File: config.mk
export PLATFORM = sky130hd
export DESIGN_NAME = fp_mul_host
export DESIGN_NICKNAME = d
export VERILOG_FILES = /design/src/rtl/fp_mul_host.sv
export SDC_FILE = /design/constraint.sdc
export NUM_CORES = 1
export LEC_CHECK = 0
export BUFFER_PORTS_ARGS = -buffer_cell sky130_fd_sc_hd__clkbuf_2
export CAP_MARGIN = 10
export CORE_ASPECT_RATIO = 0.7
export CORE_UTILIZATION = 56
export CTS_BUF_LIST = sky130_fd_sc_hd__clkbuf_2
export CTS_CLUSTER_SIZE = 14
export DETAILED_ROUTE_END_ITERATION = 8
export GPL_ROUTABILITY_DRIVEN = 0
export HOLD_SLACK_MARGIN = 0.06
export PLACE_DENSITY = 0.9
export RECOVER_POWER = 100
export SETUP_SLACK_MARGIN = 0.3
export SYNTH_ARGS = -nofsm -noshare
export SYNTH_HDL_FRONTEND = slang
export SYNTH_SLANG_ARGS = --single-unit
File: constraint.sdc
create_clock -name CLK -period 3.1 [get_ports CLK]
set_input_delay 0.465 -clock CLK [delete_from_list [all_inputs] [get_ports CLK]]
set_output_delay 0.465 -clock CLK [all_outputs]
set_load 0.05 [all_outputs]
File: src/rtl/fp_mul_host.sv
// Host-side driver for the byte-serial FP multiplier link: serialises two doubles, collects the
// 8-byte product and returns it over valid/ack. Optional watchdog: define FP_HOST_TIMEOUT_EN.
module fp_mul_host #(
    parameter int unsigned GAP_CYC     = 2,
    parameter int unsigned TIMEOUT_CYC = 64
) (
    input  logic        CLK,
    input  logic        RESET,
    input  logic        REQ_VALID,
    output logic        REQ_READY,
    input  logic [63:0] OPA,
    input  logic [63:0] OPB,
    output logic        ENABLE,
    output logic [7:0]  DATA_IN,
    input  logic [7:0]  DATA_OUT,
    input  logic        READY,
    output logic        RES_VALID,
    output logic [63:0] RES_DATA,
    output logic        RES_ERR,
    input  logic        RES_ACK
);

`ifdef FP_HOST_TIMEOUT_EN
    localparam bit WdEnable = 1'b1;
`else
    localparam bit WdEnable = 1'b0;
`endif

    localparam int unsigned GapW = (GAP_CYC > 1) ? $clog2(GAP_CYC) : 1;
    localparam int unsigned WdW  = (TIMEOUT_CYC > 1) ? $clog2(TIMEOUT_CYC) : 1;

    typedef enum logic [2:0] {
        StIdle,
        StSend,
        StWait,
        StRecv,
        StHold,
        StGap
    } state_e;

    state_e         state_q, state_d;
    logic [127:0]   ops_q, ops_d;
    logic [3:0]     byte_cnt_q, byte_cnt_d;
    logic [2:0]     rx_cnt_q, rx_cnt_d;
    logic [GapW-1:0] gap_cnt_q, gap_cnt_d;
    logic [WdW-1:0] wd_cnt_q, wd_cnt_d;
    logic           req_ready_q, req_ready_d;
    logic           enable_q, enable_d;
    logic [7:0]     data_in_q, data_in_d;
    logic           res_valid_q, res_valid_d;
    logic [63:0]    res_data_q, res_data_d;
    logic           res_err_q, res_err_d;
    logic           gap_done;
    logic           wd_fire;

    // GAP_CYC of 0 or 1 both give a single GAP cycle.
    assign gap_done = (GAP_CYC <= 1) || (gap_cnt_q == GapW'(GAP_CYC - 1));
    assign wd_fire  = WdEnable && (wd_cnt_q == WdW'(TIMEOUT_CYC - 1));

    always_comb begin
        state_d     = state_q;
        ops_d       = ops_q;
        byte_cnt_d  = byte_cnt_q;
        rx_cnt_d    = rx_cnt_q;
        gap_cnt_d   = gap_cnt_q;
        wd_cnt_d    = wd_cnt_q;
        req_ready_d = 1'b0;
        enable_d    = 1'b0;
        data_in_d   = 8'd0;
        res_valid_d = 1'b0;
        res_data_d  = res_data_q;
        res_err_d   = res_err_q;

        case (state_q)
            StIdle: begin
                req_ready_d = 1'b1;
                if (REQ_VALID && req_ready_q) begin
                    ops_d       = {OPB, OPA};
                    byte_cnt_d  = 4'd0;
                    enable_d    = 1'b1;
                    data_in_d   = OPA[7:0];
                    req_ready_d = 1'b0;
                    res_err_d   = 1'b0;
                    state_d     = StSend;
                end
            end
            StSend: begin
                // byte_cnt_q indexes the byte currently on DATA_IN
                if (byte_cnt_q == 4'd15) begin
                    wd_cnt_d = '0;
                    state_d  = StWait;
                end else begin
                    byte_cnt_d = byte_cnt_q + 4'd1;
                    enable_d   = 1'b1;
                    data_in_d  = ops_q[{byte_cnt_d, 3'b000} +: 8];
                end
            end
            StWait, StRecv: begin
                if (READY) begin
                    wd_cnt_d = '0;
                    if (state_q == StWait) begin
                        res_data_d = {56'd0, DATA_OUT};
                        rx_cnt_d   = 3'd1;
                        state_d    = StRecv;
                    end else begin
                        res_data_d[{rx_cnt_q, 3'b000} +: 8] = DATA_OUT;
                        if (rx_cnt_q == 3'd7) begin
                            res_valid_d = 1'b1;
                            state_d     = StHold;
                        end else begin
                            rx_cnt_d = rx_cnt_q + 3'd1;
                        end
                    end
                end else if (wd_fire) begin
                    res_valid_d = 1'b1;
                    res_err_d   = 1'b1;
                    res_data_d  = '0;
                    state_d     = StHold;
                end else begin
                    wd_cnt_d = wd_cnt_q + 1'b1;
                end
            end
            StHold: begin
                res_valid_d = 1'b1;
                if (RES_ACK) begin
                    res_valid_d = 1'b0;
                    res_err_d   = 1'b0;
                    gap_cnt_d   = '0;
                    state_d     = StGap;
                end
            end
            StGap: begin
                if (gap_done) begin
                    req_ready_d = 1'b1;
                    state_d     = StIdle;
                end else begin
                    gap_cnt_d = gap_cnt_q + 1'b1;
                end
            end
            default: begin
                gap_cnt_d = '0;
                state_d   = StGap;
            end
        endcase
    end

    always_ff @(posedge CLK) begin
        if (RESET) begin
            state_q     <= StGap;
            ops_q       <= '0;
            byte_cnt_q  <= '0;
            rx_cnt_q    <= '0;
            gap_cnt_q   <= '0;
            wd_cnt_q    <= '0;
            req_ready_q <= 1'b0;
            enable_q    <= 1'b0;
            data_in_q   <= 8'd0;
            res_valid_q <= 1'b0;
            res_data_q  <= '0;
            res_err_q   <= 1'b0;
        end else begin
            state_q     <= state_d;
            ops_q       <= ops_d;
            byte_cnt_q  <= byte_cnt_d;
            rx_cnt_q    <= rx_cnt_d;
            gap_cnt_q   <= gap_cnt_d;
            wd_cnt_q    <= wd_cnt_d;
            req_ready_q <= req_ready_d;
            enable_q    <= enable_d;
            data_in_q   <= data_in_d;
            res_valid_q <= res_valid_d;
            res_data_q  <= res_data_d;
            res_err_q   <= res_err_d;
        end
    end

    assign REQ_READY = req_ready_q;
    assign ENABLE    = enable_q;
    assign DATA_IN   = data_in_q;
    assign RES_VALID = res_valid_q;
    assign RES_DATA  = res_data_q;
    assign RES_ERR   = res_err_q;

endmodule
==> results of run 1 <==
[kinds of logic (layout without fill, tap and decap cells)]
| group | Yosys count | in the layout | share of synthesized area (%) |
|---|---|---|---|
| other | 1 | 3 | 0.0414 |
| flip-flops | 214 | 214 | 47.3 |
| AND/OR/NAND/NOR | 394 | 394 | 19.1 |
| XOR/XNOR | 3 | 3 | 0.290 |
| multiplexers | 62 | 62 | 9.71 |
| adder cells (fa/ha/maj) | 6 | 6 | 0.830 |
| buffers and inverters | 98 | 447 | 4.94 |
| AO/OA/AOI/OAI | 277 | 277 | 17.8 |
[state kept, by name, summed over array words and instances, names as in the netlist, 2 cells and up, named ones only]
register / cells
DATA_IN: 8
state_q: 2
byte_cnt_q: 4
ops_q: 128
RES_DATA: 64
rx_cnt_q: 3
[cell usage in the layout, fill, tap and decap left out, types with 10 or more instances in the layout]
cell type      instances
nand2_1              264
nand3_1               39
clkbuf_1              76
a22oi_1               27
mux2_1                27
nor2_1                51
buf_4                 10
mux4_2                16
mux2_2                19
clkbuf_2             208
dfxtp_1              214
a32oi_1               16
o21ai_0               36
a21oi_1              166
dlygate4sd3_1        130
[power groups by stage]
stage,logic (mW),registers [mW],clock network (mW)
floorplan,0.635,2.91,0
global placement,0.860,2.91,0
detailed placement,0.875,2.91,0
CTS,1.01,2.85,1.66
global route,1.11,2.86,1.85
finish,1.06,2.85,1.71
[per-stage QoR]
step | hold slack (ns) | power (mW) | utilization [%]
floorplan | 0.432 | 3.55 | -
global placement | 0.439 | 3.77 | 64.8
detailed placement | 0.444 | 3.79 | 64.8
CTS | 0.0951 | 5.52 | 75.6
global route | 0.100 | 5.82 | 75.0
finish | 0.154 | 5.62 | 75.0
[worst min-delay path: stages]
cell	delay, ns
clkbuf_2	0.20
nand3_1	0.11
a21oi_1	0.06
[worst max-delay path by stage]
stage	from	end	slack (ns)	cells after the start
6_report	RESET	ops_q[123]	0.15	4
3_3_place_gp	byte_cnt_q[0]	DATA_IN[6]	0.56	5
3_5_place_dp	rx_cnt_q[0]	RES_DATA[17]	0.43	7
2_1_floorplan	rx_cnt_q[0]	RES_DATA[16]	0.69	8
4_1_cts	rx_cnt_q[0]	RES_DATA[17]	0.39	7
5_1_grt	rx_cnt_q[0]	RES_DATA[22]	0.17	7
[repair_timing]
action	in CTS	in global routing
setup endpoints to repair	0	16
hold endpoints to repair	138	0
gates resized for setup	0	2
hold buffers	130	0
[layer usage]
layer | vias to the layer above | share of wire (%) | track usage (%)
met5 | - | 0 | 0
met4 | 0 | 5.5 | 22.9
met3 | 179 | 12 | 10.5
met2 | 741 | 45 | 60.9
met1 | 4447 | 37 | 45.5
li1 | 4333 | - | -
[final cells by class]
type,instances,area [um2]
clock buffers,69,345
diodes,2,5.00
flip-flops and latches,214,4280
multi-input cells,743,4370
clock inverters,11,42.5
inverters,9,33.8
well taps,200,250
repair buffers,358,2400
fillers,1030,3910
==> metrics.txt, run 1 <==
Sw Ratio=32.5%; Die Span Y=between 100 and 150 um; hold path depth=3; GRT Util Overall=~38%; Setup violations, final=0; layout cells sized above 1=19.7%; I/O Buffers=215; Post-Syn Instances=1055; DRT Wirelength=32500 um; Top delay family on crit path=buffers and inverters; Tightest Hold Check Type=in2reg; TritonCTS clock tree=done; Avg Inst Size Synth=around 8.6 um2; Critical Path AT=3.50 ns; Slew headroom=-55.0%; Main synth FF type=dfxtp_1; clock power share=30.4%; internal power=around 3.8 mW; r2r startpoint=rx_cnt_q[0]; total gr overflow=0; Critical Path RT=~3.7 ns; total CTS buffers=49; leakage power=4.40 nW; Vias=9700; Final TNS setup=0 ns; antenna viol nets, final=0; DP Area=10100 um2; I/O Pins=217; Worst-path clk slew=0.22 ns; Core ar.=approximately 16000 um2; post-synth net total=1202; Synth top area share=47.3%; CTS sink count=214; Area growth syn-to-layout=29.7%; HP Start=DATA_OUT[1]; MaxCap Viol Count=1; Cell variety after synth=56; r2r endpoint=RES_DATA[22]; CP Cell Sequence=dlygate4sd3_1, clkbuf_1, clkbuf_4, a21oi_1; slowest stage cell, crit path=clkbuf_4; number of global-route vias before repair=9279; # Post-CTS Setup Buffers=0; Die ar.=16700 um2; #FFs+latches synth=214; reg2reg setup slack=around 0.29 ns; Setup WS post-layout=0.151 ns; critical path peak fanout=205; power per cell area=479 nW/um2; Slew Limit Fails=206; Clock Latency Late Sink=0.83 ns; post-route cell area=11700 um2; largest net degree at the start of global routing=just over 200; initial antenna violation count=2; Layout Cells excl Fill=1606; DRT Pass-1 Iters=7; post-route minimum period=2.95 ns; first-pass GRT wire length=a little under 50000 um; WP buf/inv=3; violated checks=max-capacitance violations, max-slew violations; worst-margin pin slew=2.32 ns; sequential area share after synthesis=between 40% and 50%; DR iter-0 viols=between 1k and 1.5k; Worst R2R Path Depth=7; RSZ-0062 raised after global routing=yes; row cnt=38; WHS Endpoint=RES_DATA[1]; clk_skew=0.129 ns; number of vias per cell=roughly 6; Period Utilization, post-route=95.1%; DP Wirelength=18000 um; outcome=complete, but fails checks; critical path class=in2reg; most frequent cell after synthesis=nand2_1; htree depth=2; Async SR Flop Fraction=0%; Clock Tree Root=clkbuf_2; Post-synth top cells=264 x nand2_1, 214 x dfxtp_1, 166 x a21oi_1; final hold viol count=0; Die Span X=154 um; pre-CTS WS=0.432 ns; placed instance count=around 1.4k; register share of total power=between 50% and 60%; number of flops mapped to enable cells by yosys=0; clk buf depth=3; Worst Setup Start Kind=input pin; DRC errors left=0; area leader, netlist=dfxtp_1; Gate power share=18.8%; fin nets=1522; NetSw=1.83 mW; Critical Path Max Stage Delay=around 1.5 ns; Wirelength per Cell=about 20 um; yosys warns=0; max frequency=roughly 340 MHz; Mapped Area=9050 um2; crit end category=flop; Synth area leaders=dfxtp_1 47%, nand2_1 11%, a21oi_1 9.2%; Starting Density=~58%; Worst VDD drop=approximately 320 uV
Power figures use the tool's default switching activity.
==> run 2: changes to the inputs <==
PLACE_DENSITY = 0.85   (was 0.9)
==> run 2 against run 1 <==
The flow now finishes without violations. Clock-buffer cell count increased by 8. Non-clock buffer count unchanged. Register-to-register slack better by 0.05 ns. Clock skew down 0.084 ns. Setup slack better by 0.19 ns. Sequential power is essentially flat. First-iteration DRC count is 8.0% lower. Power is 3.2% higher. Global-route usage shrank 1.7 points. Die area is the same. Critical path type is now reg2reg. Critical endpoint is now DATA_IN[6]. Largest power group unchanged.
==> metrics.txt, run 2 (synthesis results as in run 1) <==
WHS Endpoint=RES_DATA[16]; initial antenna violation count=1; Largest register FFs=between 100 and 150; total CTS buffers=49; Worst VDD drop=a little under 400 uV; Setup violations, final=0; Core ar.=~16000 um2; Final TNS setup=0 ns; DR top layer=met4; r2r endpoint=DATA_IN[6]; number of global-route vias before repair=9207; critical path peak fanout=35; total gr overflow=0; outcome=complete, no violations; layout cells sized above 1=20.3%; Total Power=5.80 mW; leakage power=approximately 4.4 nW; Critical Path RT=3.72 ns; first-pass GRT wire length=around 47000 um; DRT Pass-1 Iters=6; GRT Util Overall=36.0%; I/O Buffers=215; I/O Pins=217; Slew Limit Fails=0; WL met3=2970 um; MaxCap Viol Count=0; Vias=9448; DP Area=around 10000 um2; Area growth syn-to-layout=30.3%; Wirelength per Cell=approximately 19 um; TritonCTS clock tree=done; Die Span Y=108 um; Min Hold Slack=around 0.12 ns; critical path class=reg2reg; DP Wirelength=17300 um; met2 WL post-DR=13800 um; reg2reg setup slack=0.34 ns; HP Start=DATA_OUT[0]; Starting Density=57.8%; Worst R2R Path Depth=5; clk_skew=about 0.045 ns; Slew headroom=about a quarter; most frequent cells in the layout=264 x nand2_1, 218 x clkbuf_2, 214 x dfxtp_1; Die Span X=between 150 and 200 um; r2r startpoint=byte_cnt_q[0]; row cnt=38; Worst Setup Start Kind=flop; Period Utilization, post-route=89.1%; number of vias per cell=5.85; DRC errors left=0; met1 WL=12400 um; DR iter-0 viols=1202; post-route cell area=11800 um2; Clock Latency Late Sink=0.75 ns; RSZ-0062 raised after global routing=no; Die ar.=16700 um2; max frequency=~360 MHz; Setup WS post-layout=0.339 ns; crit end category=flop; most common cell after layout, fill and taps aside=nand2_1; power per cell area=492 nW/um2; htree depth=2; Clock Tree Root=clkbuf_2; largest net degree at the start of global routing=206; final hold viol count=0; DRT Wirelength=a little over 30000 um; Tightest Hold Check Type=in2reg; worst-margin pin slew=1.13 ns; post-route minimum period=about 2.8 ns; Top reg by flops=ops_q; CTS sink count=~210; pre-CTS WS=0.405 ns; # Post-CTS Setup Buffers=0; hold path depth=3; clk buf depth=3; antenna viol nets, final=0; fin nets=approximately 1.5k; Worst-path clk slew=between 0.1 and 0.15 ns; Critical Path AT=approximately 3.4 ns
==> run 2: cell type report <==
| type | count | area, um2 |
|---|---|---|
| tap | 200 | 250 |
| sequential | 214 | 4280 |
| clock inverter | 12 | 71.3 |
| clock buffer | 77 | 385 |
| fill | 1106 | 3850 |
| antenna | 1 | 2.50 |
| multi-input combinational | 743 | 4360 |
| timing repair buffer | 358 | 2400 |
| inverter | 9 | 33.8 |
==> run 2: worst max path at each step <==
stage                             start      endpoint  slack [ns]  cells after the start
after floorplan             rx_cnt_q[0]  RES_DATA[16]        0.69                      8
after global placement    byte_cnt_q[0]    DATA_IN[6]        0.53                      5
after detailed placement    rx_cnt_q[0]  RES_DATA[23]        0.41                      7
after CTS                   rx_cnt_q[0]  RES_DATA[23]        0.34                      7
after global routing        rx_cnt_q[0]  RES_DATA[13]        0.19                      8
final                     byte_cnt_q[0]    DATA_IN[6]        0.34                      5
==> run 2: per-stage QoR <==
step	instances	utilization, %
2_1_floorplan	1055	-
3_3_place_gp	1395	64.8
3_5_place_dp	1395	64.8
4_1_cts	1613	75.9
5_1_grt	1614	75.4
6_report	1614	75.4
==> run 2: worst max-delay path: stages, from the launching register on <==
cell and delay, ns:
dfxtp_1 0.39, ha_2 0.87, mux2_1 0.39, mux4_2 0.48, a32oi_1 0.37, o41ai_2 0.13
==> run 2: where the power goes <==
group,total [mW],internal [mW],switching (mW),leakage [nW]
registers,2.85,2.80,0.0575,1.72
logic,1.06,0.421,0.640,2.37
clock network,1.89,0.734,1.15,0.354
==> run 2: metal layers <==
metal	global-route usage [%]	vias up
met4	16.5	0
met5	0	-
met3	7.74	117
met2	58.4	612
met1	46.6	4381
li1	-	4338
==> run 2: what timing repair did <==
| action | 4_1_cts | 5_1_grt |
|---|---|---|
| endpoints found under the setup margin | 0 | 12 |
| resized for setup | 0 | 2 |
| hold buffers | 129 | 0 |
| hold endpoints to repair | 137 | 0 |
